--- config.mk ---
export PLATFORM = sky130hd
export DESIGN_NAME = codec_cfg_sequencer
export DESIGN_NICKNAME = d
export VERILOG_FILES = /design/src/rtl/codec_cfg_pkg.sv /design/src/rtl/codec_cfg_settle_timer.sv /design/src/rtl/codec_cfg_sequencer.sv
export SDC_FILE = /design/constraint.sdc
export NUM_CORES = 1
export LEC_CHECK = 0
export ABC_AREA = 0
export CAP_MARGIN = 20
export CELL_PAD_IN_SITES_DETAIL_PLACEMENT = 0
export CELL_PAD_IN_SITES_GLOBAL_PLACEMENT = 2
export CORE_ASPECT_RATIO = 0.8
export CORE_MARGIN = 2
export CORE_UTILIZATION = 34
export CTS_CLUSTER_SIZE = 8
export DETAILED_ROUTE_END_ITERATION = 6
export GPL_ROUTABILITY_DRIVEN = 0
export HOLD_SLACK_MARGIN = 0.1
export PLACE_DENSITY = 0.93
export SETUP_SLACK_MARGIN = 0.4
export SYNTH_ARGS = -nofsm -noshare
export SYNTH_HDL_FRONTEND = slang
export SYNTH_SLANG_ARGS = --single-unit
--- constraint.sdc ---
create_clock -name clk -period 4.73 [get_ports clk]
set_input_delay 0.7095 -clock clk [delete_from_list [all_inputs] [get_ports clk]]
set_output_delay 0.7095 -clock clk [all_outputs]
set_load 0.1 [all_outputs]
--- src/rtl/codec_cfg_pkg.sv ---
// Shared constants, table field layout and FSM encoding for the codec configuration sequencer.
package codec_cfg_pkg;

    localparam int unsigned EntryW  = 16;
    localparam int unsigned RegLsb  = 9;
    localparam int unsigned RegW    = 7;
    localparam int unsigned DataLsb = 0;
    localparam int unsigned DataW   = 9;
    localparam int unsigned IdxW    = 5;

    typedef enum logic [3:0] {
        StIdle     = 4'd0,
        StIssue    = 4'd1,
        StWait     = 4'd2,
        StSettle   = 4'd3,
        StNext     = 4'd4,
        StDone     = 4'd5,
        StFault    = 4'd6
`ifdef CODEC_CFG_MANUAL_EN
        ,
        StManIssue = 4'd7,
        StManWait  = 4'd8
`endif
    } state_e;

    function automatic logic [7:0] sat_inc8(input logic [7:0] v);
        return (v == 8'hFF) ? v : v + 8'd1;
    endfunction

endpackage

--- src/rtl/codec_cfg_settle_timer.sv ---
// Down-counter that spends exactly Cycles clock cycles in the counting phase after a load.
module codec_cfg_settle_timer #(
    parameter int unsigned Cycles = 1000
) (
    input  logic clk,
    input  logic rst,
    input  logic load,
    input  logic en,
    output logic expired
);

    localparam int unsigned Width = (Cycles > 0) ? $clog2(Cycles + 1) : 1;
    localparam logic [Width-1:0] LoadVal = Width'(Cycles);

    logic [Width-1:0] cnt_q, cnt_d;

    always_comb begin
        cnt_d = cnt_q;
        if (load) begin
            cnt_d = LoadVal;
        end else if (en && (cnt_q != '0)) begin
            cnt_d = cnt_q - Width'(1);
        end
    end

    // Expiry on the last counting cycle so the owner leaves after exactly Cycles cycles.
    assign expired = en && (cnt_q == Width'(1));

    always_ff @(posedge clk or negedge rst) begin
        if (!rst) begin
            cnt_q <= '0;
        end else begin
            cnt_q <= cnt_d;
        end
    end

endmodule

--- src/rtl/codec_cfg_sequencer.sv ---
// Replays a {reg, data} init table to an audio codec over an I2C write master, with retry,
// settle delay and fault reporting. Define CODEC_CFG_MANUAL_EN to forward manual writes in DONE.
module codec_cfg_sequencer
    import codec_cfg_pkg::*;
#(
    parameter logic [6:0]                  DEV_ADDR      = 7'b0011010,
    parameter int unsigned                 N_ENTRIES     = 6,
    parameter logic [EntryW*N_ENTRIES-1:0] INIT_TABLE    = {
        7'h09, 9'h001, 7'h07, 9'h00A, 7'h05, 9'h000,
        7'h04, 9'h012, 7'h06, 9'h010, 7'h0F, 9'h000},
    parameter int unsigned                 MAX_RETRY     = 3,
    parameter int unsigned                 SETTLE_CYCLES = 1000
) (
    input  logic        clk,
    input  logic        rst,
    input  logic        init_start,
    output logic        i2c_start,
    output logic [6:0]  i2c_addr,
    output logic [6:0]  i2c_reg,
    output logic [8:0]  i2c_data,
    input  logic        i2c_done,
    input  logic        i2c_err,
    output logic        busy,
    output logic        init_done,
    output logic        init_fault,
    output logic [4:0]  fault_index,
    output logic [7:0]  err_count,
    input  logic        man_valid,
    output logic        man_ready,
    input  logic [6:0]  man_reg,
    input  logic [8:0]  man_data,
    output logic        man_done,
    output logic        man_err
);

    localparam logic [IdxW-1:0] LastIdx  = IdxW'(N_ENTRIES - 1);
    localparam logic [7:0]      MaxRetry = 8'(MAX_RETRY);

    state_e            state_q, state_d;
    logic [IdxW-1:0]   idx_q, idx_d;
    logic [7:0]        retry_q, retry_d;
    logic [7:0]        err_count_q, err_count_d;
    logic              init_done_q, init_done_d;
    logic              init_fault_q, init_fault_d;
    logic [IdxW-1:0]   fault_index_q, fault_index_d;
    logic [RegW-1:0]   i2c_reg_q, i2c_reg_d;
    logic [DataW-1:0]  i2c_data_q, i2c_data_d;
    logic              restart;
    logic              settle_load;
    logic              settle_expired;

    codec_cfg_settle_timer #(
        .Cycles (SETTLE_CYCLES)
    ) u_settle (
        .clk     (clk),
        .rst     (rst),
        .load    (settle_load),
        .en      (state_q == StSettle),
        .expired (settle_expired)
    );

`ifndef CODEC_CFG_MANUAL_EN
    logic unused_man;
    assign unused_man = ^{man_valid, man_reg, man_data};
`endif

    always_comb begin
        state_d       = state_q;
        idx_d         = idx_q;
        retry_d       = retry_q;
        err_count_d   = err_count_q;
        init_done_d   = init_done_q;
        init_fault_d  = init_fault_q;
        fault_index_d = fault_index_q;
        i2c_reg_d     = i2c_reg_q;
        i2c_data_d    = i2c_data_q;
        restart       = 1'b0;
        settle_load   = 1'b0;
        i2c_start     = 1'b0;
        busy          = 1'b1;
        man_ready     = 1'b0;
        man_done      = 1'b0;
        man_err       = 1'b0;

        unique case (state_q)
            StIdle: begin
                busy    = 1'b0;
                restart = init_start;
            end
            StIssue: begin
                i2c_start = 1'b1;
                state_d   = StWait;
            end
            StWait: begin
                if (i2c_done) begin
                    if (i2c_err) begin
                        err_count_d = sat_inc8(err_count_q);
                        if (retry_q < MaxRetry) begin
                            retry_d = retry_q + 8'd1;
                            state_d = StIssue;
                        end else begin
                            fault_index_d = idx_q;
                            init_fault_d  = 1'b1;
                            state_d       = StFault;
                        end
                    end else begin
                        retry_d = '0;
                        if (SETTLE_CYCLES > 0) begin
                            settle_load = 1'b1;
                            state_d     = StSettle;
                        end else begin
                            state_d = StNext;
                        end
                    end
                end
            end
            StSettle: begin
                if (settle_expired) begin
                    state_d = StNext;
                end
            end
            StNext: begin
                if (idx_q == LastIdx) begin
                    init_done_d = 1'b1;
                    state_d     = StDone;
                end else begin
                    idx_d   = idx_q + IdxW'(1);
                    state_d = StIssue;
                end
            end
            StDone: begin
                busy    = 1'b0;
                restart = init_start;
`ifdef CODEC_CFG_MANUAL_EN
                // A restart request takes priority over a pending manual write.
                man_ready = !init_start;
                if (man_valid && !init_start) begin
                    i2c_reg_d  = man_reg;
                    i2c_data_d = man_data;
                    state_d    = StManIssue;
                end
`endif
            end
            StFault: begin
                busy    = 1'b0;
                restart = init_start;
            end
`ifdef CODEC_CFG_MANUAL_EN
            StManIssue: begin
                i2c_start = 1'b1;
                state_d   = StManWait;
            end
            StManWait: begin
                if (i2c_done) begin
                    man_done = 1'b1;
                    man_err  = i2c_err;
                    if (i2c_err) begin
                        err_count_d = sat_inc8(err_count_q);
                    end
                    state_d = StDone;
                end
            end
`endif
            default: state_d = StIdle;
        endcase

        if (restart) begin
            idx_d        = '0;
            retry_d      = '0;
            init_done_d  = 1'b0;
            init_fault_d = 1'b0;
            state_d      = StIssue;
        end

        // Fields are captured on entry to ISSUE and held through the master's transaction.
        if (state_d == StIssue) begin
            i2c_reg_d  = INIT_TABLE[EntryW*idx_d + RegLsb +: RegW];
            i2c_data_d = INIT_TABLE[EntryW*idx_d + DataLsb +: DataW];
        end
    end

    always_ff @(posedge clk or negedge rst) begin
        if (!rst) begin
            state_q       <= StIdle;
            idx_q         <= '0;
            retry_q       <= '0;
            err_count_q   <= '0;
            init_done_q   <= 1'b0;
            init_fault_q  <= 1'b0;
            fault_index_q <= '0;
            i2c_reg_q     <= '0;
            i2c_data_q    <= '0;
        end else begin
            state_q       <= state_d;
            idx_q         <= idx_d;
            retry_q       <= retry_d;
            err_count_q   <= err_count_d;
            init_done_q   <= init_done_d;
            init_fault_q  <= init_fault_d;
            fault_index_q <= fault_index_d;
            i2c_reg_q     <= i2c_reg_d;
            i2c_data_q    <= i2c_data_d;
        end
    end

    assign i2c_addr    = DEV_ADDR;
    assign i2c_reg     = i2c_reg_q;
    assign i2c_data    = i2c_data_q;
    assign init_done   = init_done_q;
    assign init_fault  = init_fault_q;
    assign fault_index = fault_index_q;
    assign err_count   = err_count_q;

endmodule

==> results.yml, run 1 <==
global_route:
  track_usage: 0.129
  grt_start_max_net_pins: 51
  grt_pass1_wl_mm: 9.16
  antenna_found_initial: 0
  grt_overflow: 0
  grt_pass1_vias: 1880
placement:
  portBuffers: 29
  dpl_cell_area_um2: 3090
  dpl.hpwl_mm: 3.90
worst_setup_path:
  cp.required_ns: 4.02
  r2r_setup_slack_ns: 2.05
  startpoint_type: "register"
  crit_type: "reg -> out"
  crit_fanout: 11
  worstPathArrival_ns: 2.58
  worstSetupEndpointType: "output pin"
floorplanning:
  die_w_um: 105
  die_h_um: 85.1
  row_count: 29
  fp.coreArea_um2: 7950
  initial_core_util: 0.351
  dieArea_um2: 8960
  io_pins: 65
layout:
  synthToLayoutAreaGrowth_pct: 14.7
  drive_above_1_share: 0.0940
  largest_register_ffs: 10
  diodes: 0
  nets: 326
  top_register: "u_settle.cnt_q"
  final_util: 0.403
  design_area_um2: 3200
drt:
  ant_nets: 0
  dr.pass1.iters: 4
  vias_per_cell: 4.83
  dr_wl_met3_um: 235
  wl_mm: 5.32
  vias: 1959
  drc: 0
  post_drt_wl_per_cell_um: 13.1
  routed.top_layer: "met4"
  wl_met2_mm: 2.37
  wl_met1_mm: 2.65
  dr.first_iter.drc_count: 76
pwr:
  power_leakage_nw: 1.36
  p_int_uw: 624
  peakVddDrop_uv: 117
  power.share.clock: 0.336
  p_sw_uw: 281
  swShare: 0.310
  p_seq_frac: 0.502
  p_per_area_nw_per_um2: 282
  power_frac_comb: 0.161
yosys:
  synth.distinct_cells: 55
  netlist_top_cells_count: "dfrtp_1 (50), nand2_1 (24), nor2_1 (24)"
  yosys.area.top_type: "dfrtp_1"
  syn_inst: 270
  synth_area_leaders: "dfrtp_1 (45%), buf_4 (5.1%), xnor2_1 (3.4%)"
  avgSynthCellArea_um2: 10.3
  synth_edf_count: 0
  synth_top_area_share: 0.448
  yosys_register_bits: 50
  syn_area_um2: 2790
  ys.flop_type: "dfrtp_1"
  synth.most_common_cell: "dfrtp_1"
  async_flop_share: 1.00
  seq_area_frac_synth: 0.448
  ys_warn_count: 0
clock_network:
  cts_buffers: 5
  cts_root_buffer: "clkbuf_8"
  clk_latency_ns: 0.31
  htree_levels: 2
  clk_pin_slew_ns: 0.09
  ctsHoldBuffers: 0
  cts_resized: 0
  cts_tree: "yes"
  clockBufferDepth: 2
  cts_sinks: 50
  post_cts_buffers: 0
min_path:
  min_path_type: "in -> async"
sta:
  slew_viol_final: 0
  timing.final.crit_share: 0.696
  fmax_ghz: 0.304
  tightest_slew_ns: 0.985
  setup_tns_ns: 0
  hold_viol: 0
  layout_min_cycle_time_ns: 3.29
  relSlewSlack: 0.341
  rsz0062_at_grt: "no"
  skew_ns: 0.00535
  setup_viol: 0
run:
  drv_cap: 0
status:
  outcome: "finished, final reports clean"
[cells in the final DEF (no fill, tap or decap), types with 8 or more instances in the layout]
master	count
a21oi_1	13
clkdlybuf4s50_1	28
conb_1	19
dfrtp_1	50
nand2_1	24
nor2_1	24
nor3_1	8
xnor2_1	11
xor2_1	10
[stage by stage]
stage / total power, mW / worst slack [ns] / hold slack [ns] / std cells
after floorplan: 0.593 / 1.02 / 0.414 / 287
after global routing: 0.941 / 1.27 / 0.517 / 406
final: 0.904 / 1.44 / 0.493 / 406
after global placement: 0.608 / 1.74 / 0.471 / 398
after CTS: 0.913 / 1.38 / 0.499 / 406
after detailed placement: 0.609 / 1.74 / 0.478 / 398
[final timing paths]
check / from / endpoint / cells past startpoint
worst max-delay path: state_q[0] / i2c_start / 3
min in group clk: i2c_reg[3] / i2c_reg[3] / 1
worst max register to register: idx_q[0] / i2c_reg[0] / 6
max in group asynchronous: rst / fault_index[3] / 2
worst min register to register: i2c_reg[3] / i2c_reg[3] / 1
worst min-delay path: rst / u_settle.cnt_q[6] / 2
[power groups by stage]
stage          sequential (mW)  clock [mW]  combinational [mW]
2_1_floorplan            0.470           0               0.123
3_3_place_gp             0.462           0               0.146
3_5_place_dp             0.462           0               0.147
4_1_cts                  0.454       0.312               0.147
5_1_grt                  0.456       0.330               0.155
6_report                 0.454       0.304               0.146
[worst max-delay path, stage by stage (launching register included)]
cell and delay [ns]:
dfrtp_1 0.59, nor2b_1 0.28, nor3b_1 0.24, clkdlybuf4s50_1 1.17
[metal layers]
layer,global-route usage,vias to the layer above
li1,-,953
met1,0.181,954
met2,0.195,47
met3,0.0284,5
met4,0.0473,0
met5,0,-
[area by class of cell]
type                       count  area, um^2
tap                          108         135
clock buffer                   6        72.6
sequential                    50        1250
timing repair buffer          30         293
inverter                       6        22.5
fill                         789        4740
clock inverter                 2        37.5
multi-input combinational    204        1390
[kinds of logic (layout without fill, tap and decap cells)]
logic type / after synthesis / count (layout) / share of synthesized area
and+or+nand+nor: 104 / 104 / 0.210
adders and majority gates: 8 / 8 / 0.0349
AOI/OAI and AO/OA: 31 / 31 / 0.0757
muxes: 20 / 20 / 0.0798
other: 2 / 19 / 0.00269
DFF: 50 / 50 / 0.448
buffers and inverters: 33 / 44 / 0.0771
xor gates and xnor gates: 22 / 22 / 0.0717
Note: power is estimated with default switching activity, not from simulation.
==> inputs of run 2 (changes only) <==
--- a/config.mk
+++ b/config.mk
@@ -11,12 +11,12 @@
 export CELL_PAD_IN_SITES_GLOBAL_PLACEMENT = 2
 export CORE_ASPECT_RATIO = 0.8
 export CORE_MARGIN = 2
-export CORE_UTILIZATION = 34
+export CORE_UTILIZATION = 28
 export CTS_CLUSTER_SIZE = 8
 export DETAILED_ROUTE_END_ITERATION = 6
 export GPL_ROUTABILITY_DRIVEN = 0
 export HOLD_SLACK_MARGIN = 0.1
-export PLACE_DENSITY = 0.93
+export PLACE_DENSITY = 0.83
 export SETUP_SLACK_MARGIN = 0.4
 export SYNTH_ARGS = -nofsm -noshare
 export SYNTH_HDL_FRONTEND = slang
==> constraint.sdc (replaced) <==
create_clock -name clk -period 3 [get_ports clk]
set_input_delay 0.45 -clock clk [delete_from_list [all_inputs] [get_ports clk]]
set_output_delay 0.45 -clock clk [all_outputs]
set_load 0.1 [all_outputs]
==> run 2 against run 1 <==
Core utilization is 6.6 points lower. Global-route usage is 1.8 points lower. Clock skew about the same. First-iteration DRC count down 26%. Via count fell by 0.61%. Non-clock buffer count is 6 higher. Clock power grew 84%. Critical path type is now reg -> reg. Critical endpoint is now i2c_reg[0]. Largest power group unchanged.
==> results.yml, run 2 (synthesis gave the netlist of run 1 again) <==
clock_network:
  clockBufferDepth: 2
  cts_buffers: 5
  cts_sinks: 50
  post_cts_buffers: 0
  cts_tree: "yes"
  cts_root_buffer: "clkbuf_16"
  clk_latency_ns: 0.29
  clk_pin_slew_ns: 0.07
  htree_levels: 2
  ctsHoldBuffers: 0
global_route:
  grt_pass1_vias: 1806
  grt_pass1_wl_mm: 9.29
  track_usage: 0.110
  antenna_found_initial: 0
  grt_start_max_net_pins: 25
  grt_overflow: 0
drt:
  vias_per_cell: 4.43
  wl_mm: 5.57
  post_drt_wl_per_cell_um: 12.7
  dr.pass1.iters: 4
  vias: 1947
  ant_nets: 0
  drc: 0
  dr.first_iter.drc_count: 56
pwr:
  peakVddDrop_uv: 216
  power.share.clock: 0.370
  p_sw_uw: 465
  power_leakage_nw: 1.45
  power_frac_comb: 0.155
  swShare: 0.308
  p_seq_frac: 0.475
  p_per_area_nw_per_um2: 463
  p_int_mw: 1.05
worst_setup_path:
  regToRegEndpoint: "i2c_reg[0]"
  worstReg2RegStart: "idx_q[1]"
  crit_fanout: 8
  path_cells: "inv_1 > ha_1 > and4bb_1 > or3_1 > a31oi_1 > a41o_2 > mux2_1"
  startpoint_type: "register"
  slowest_stage: "dfrtp_2"
  crit_type: "reg -> reg"
  cp.required_ns: 3.17
  r2r_cells: 7
  worstPathArrival_ns: 2.61
  worstSetupEndpointType: "register"
  cp_slowest_stage_delay_ns: 0.43
  r2r_setup_slack_ns: 0.56
min_path:
  min_path_type: "in -> async"
sta:
  fmax_ghz: 0.410
  rsz0062_at_grt: "no"
  slew_viol_final: 0
  timing.final.crit_share: 0.813
  setup_viol: 0
  hold_viol: 0
  tightest_slew_ns: 0.718
  layout_min_cycle_time_ns: 2.44
  relSlewSlack: 0.513
  setup_tns_ns: 0
  skew_ns: 0.00525
layout:
  final_util: 0.337
  nets: 332
  final_cell_mix: "dfrtp_1 (49), buf_4 (32), nor2_1 (24), nand2_1 (24), conb_1 (19)"
  synthToLayoutAreaGrowth_pct: 16.9
  final.fill_count: 1025
  drive_above_1_share: 0.207
  layout_commonest_cell: "dfrtp_1"
  largest_register_ffs: 10
  diodes: 0
  top_register: "u_settle.cnt_q"
floorplanning:
  initial_core_util: 0.288
  fp.coreArea_um2: 9690
  row_count: 32
  dieArea_um2: 10800
  die_h_um: 93.3
  die_w_um: 116
  io_pins: 65
placement:
  portBuffers: 29
  dpl.hpwl_mm: 4.14
status:
  outcome: "finished, final reports clean"
run:
  drv_cap: 0
[run 2: cell type report]
class                           count  area (um^2)  area share
Multi-Input combinational cell    204         1400       0.430
Clock buffer                        6          129      0.0395
Clock inverter                      2         13.8     0.00421
Sequential cell                    50         1250       0.384
Inverter                            6         22.5     0.00690
Tap cell                          136          170      0.0521
Timing Repair Buffer               36          275      0.0843
[run 2: power groups by stage]
| stage | combinational (mW) | clock, mW | sequential, mW |
|---|---|---|---|
| global placement | 0.235 | 0 | 0.729 |
| CTS | 0.237 | 0.583 | 0.718 |
| finish | 0.234 | 0.560 | 0.718 |
| detailed placement | 0.236 | 0 | 0.730 |
| global route | 0.251 | 0.609 | 0.721 |
| floorplan | 0.194 | 0 | 0.741 |
[run 2: worst max path at each step]
stage / startpoint / end / slack [ns] / cells past startpoint
floorplan: state_q[0] / i2c_start / 0.55 / 3
global placement: retry_q[0] / i2c_data[0] / 0.34 / 6
detailed placement: retry_q[0] / i2c_reg[0] / 0.30 / 6
CTS: retry_q[0] / i2c_reg[0] / 0.41 / 6
global route: idx_q[1] / i2c_reg[0] / 0.41 / 7
finish: idx_q[1] / i2c_reg[0] / 0.56 / 7
[run 2: metrics by stage]
step / area, um^2 / cells / hold slack [ns] / power, mW / setup slack (ns)
CTS: 3260 / 440 / 0.131 / 1.54 / 0.410
floorplan: 2860 / 287 / 0.154 / 0.936 / 0.553
finish: 3270 / 440 / 0.110 / 1.51 / 0.561
global placement: 3110 / 432 / 0.445 / 0.965 / 0.339
global route: 3270 / 440 / 0.139 / 1.58 / 0.405
detailed placement: 3110 / 432 / 0.444 / 0.966 / 0.297
[run 2: repair_timing]
| item | in CTS | in global routing |
|---|---|---|
| resized for setup | 1 | 2 |
| setup endpoints to repair | 8 | 8 |
| pin swaps | 0 | 1 |
[run 2: metal layers]
metal / up-vias / routed length (um) / GRT usage
met5: - / 0 / 0
met4: 0 / 61 / 0.0298
met3: 7 / 241 / 0.0311
met2: 42 / 2370 / 0.156
met1: 937 / 2900 / 0.164
li1: 961 / - / -
[run 2: critical path, delay by kind of cell (launching register included)]
family	cells	cell delay, ns
AO/OA/AOI/OAI	2	0.64
AND/OR/NAND/NOR	2	0.62
flip-flops	1	0.43
multiplexers	1	0.35
adder cells (fa/ha/maj)	1	0.18
buffers and inverters	1	0.08
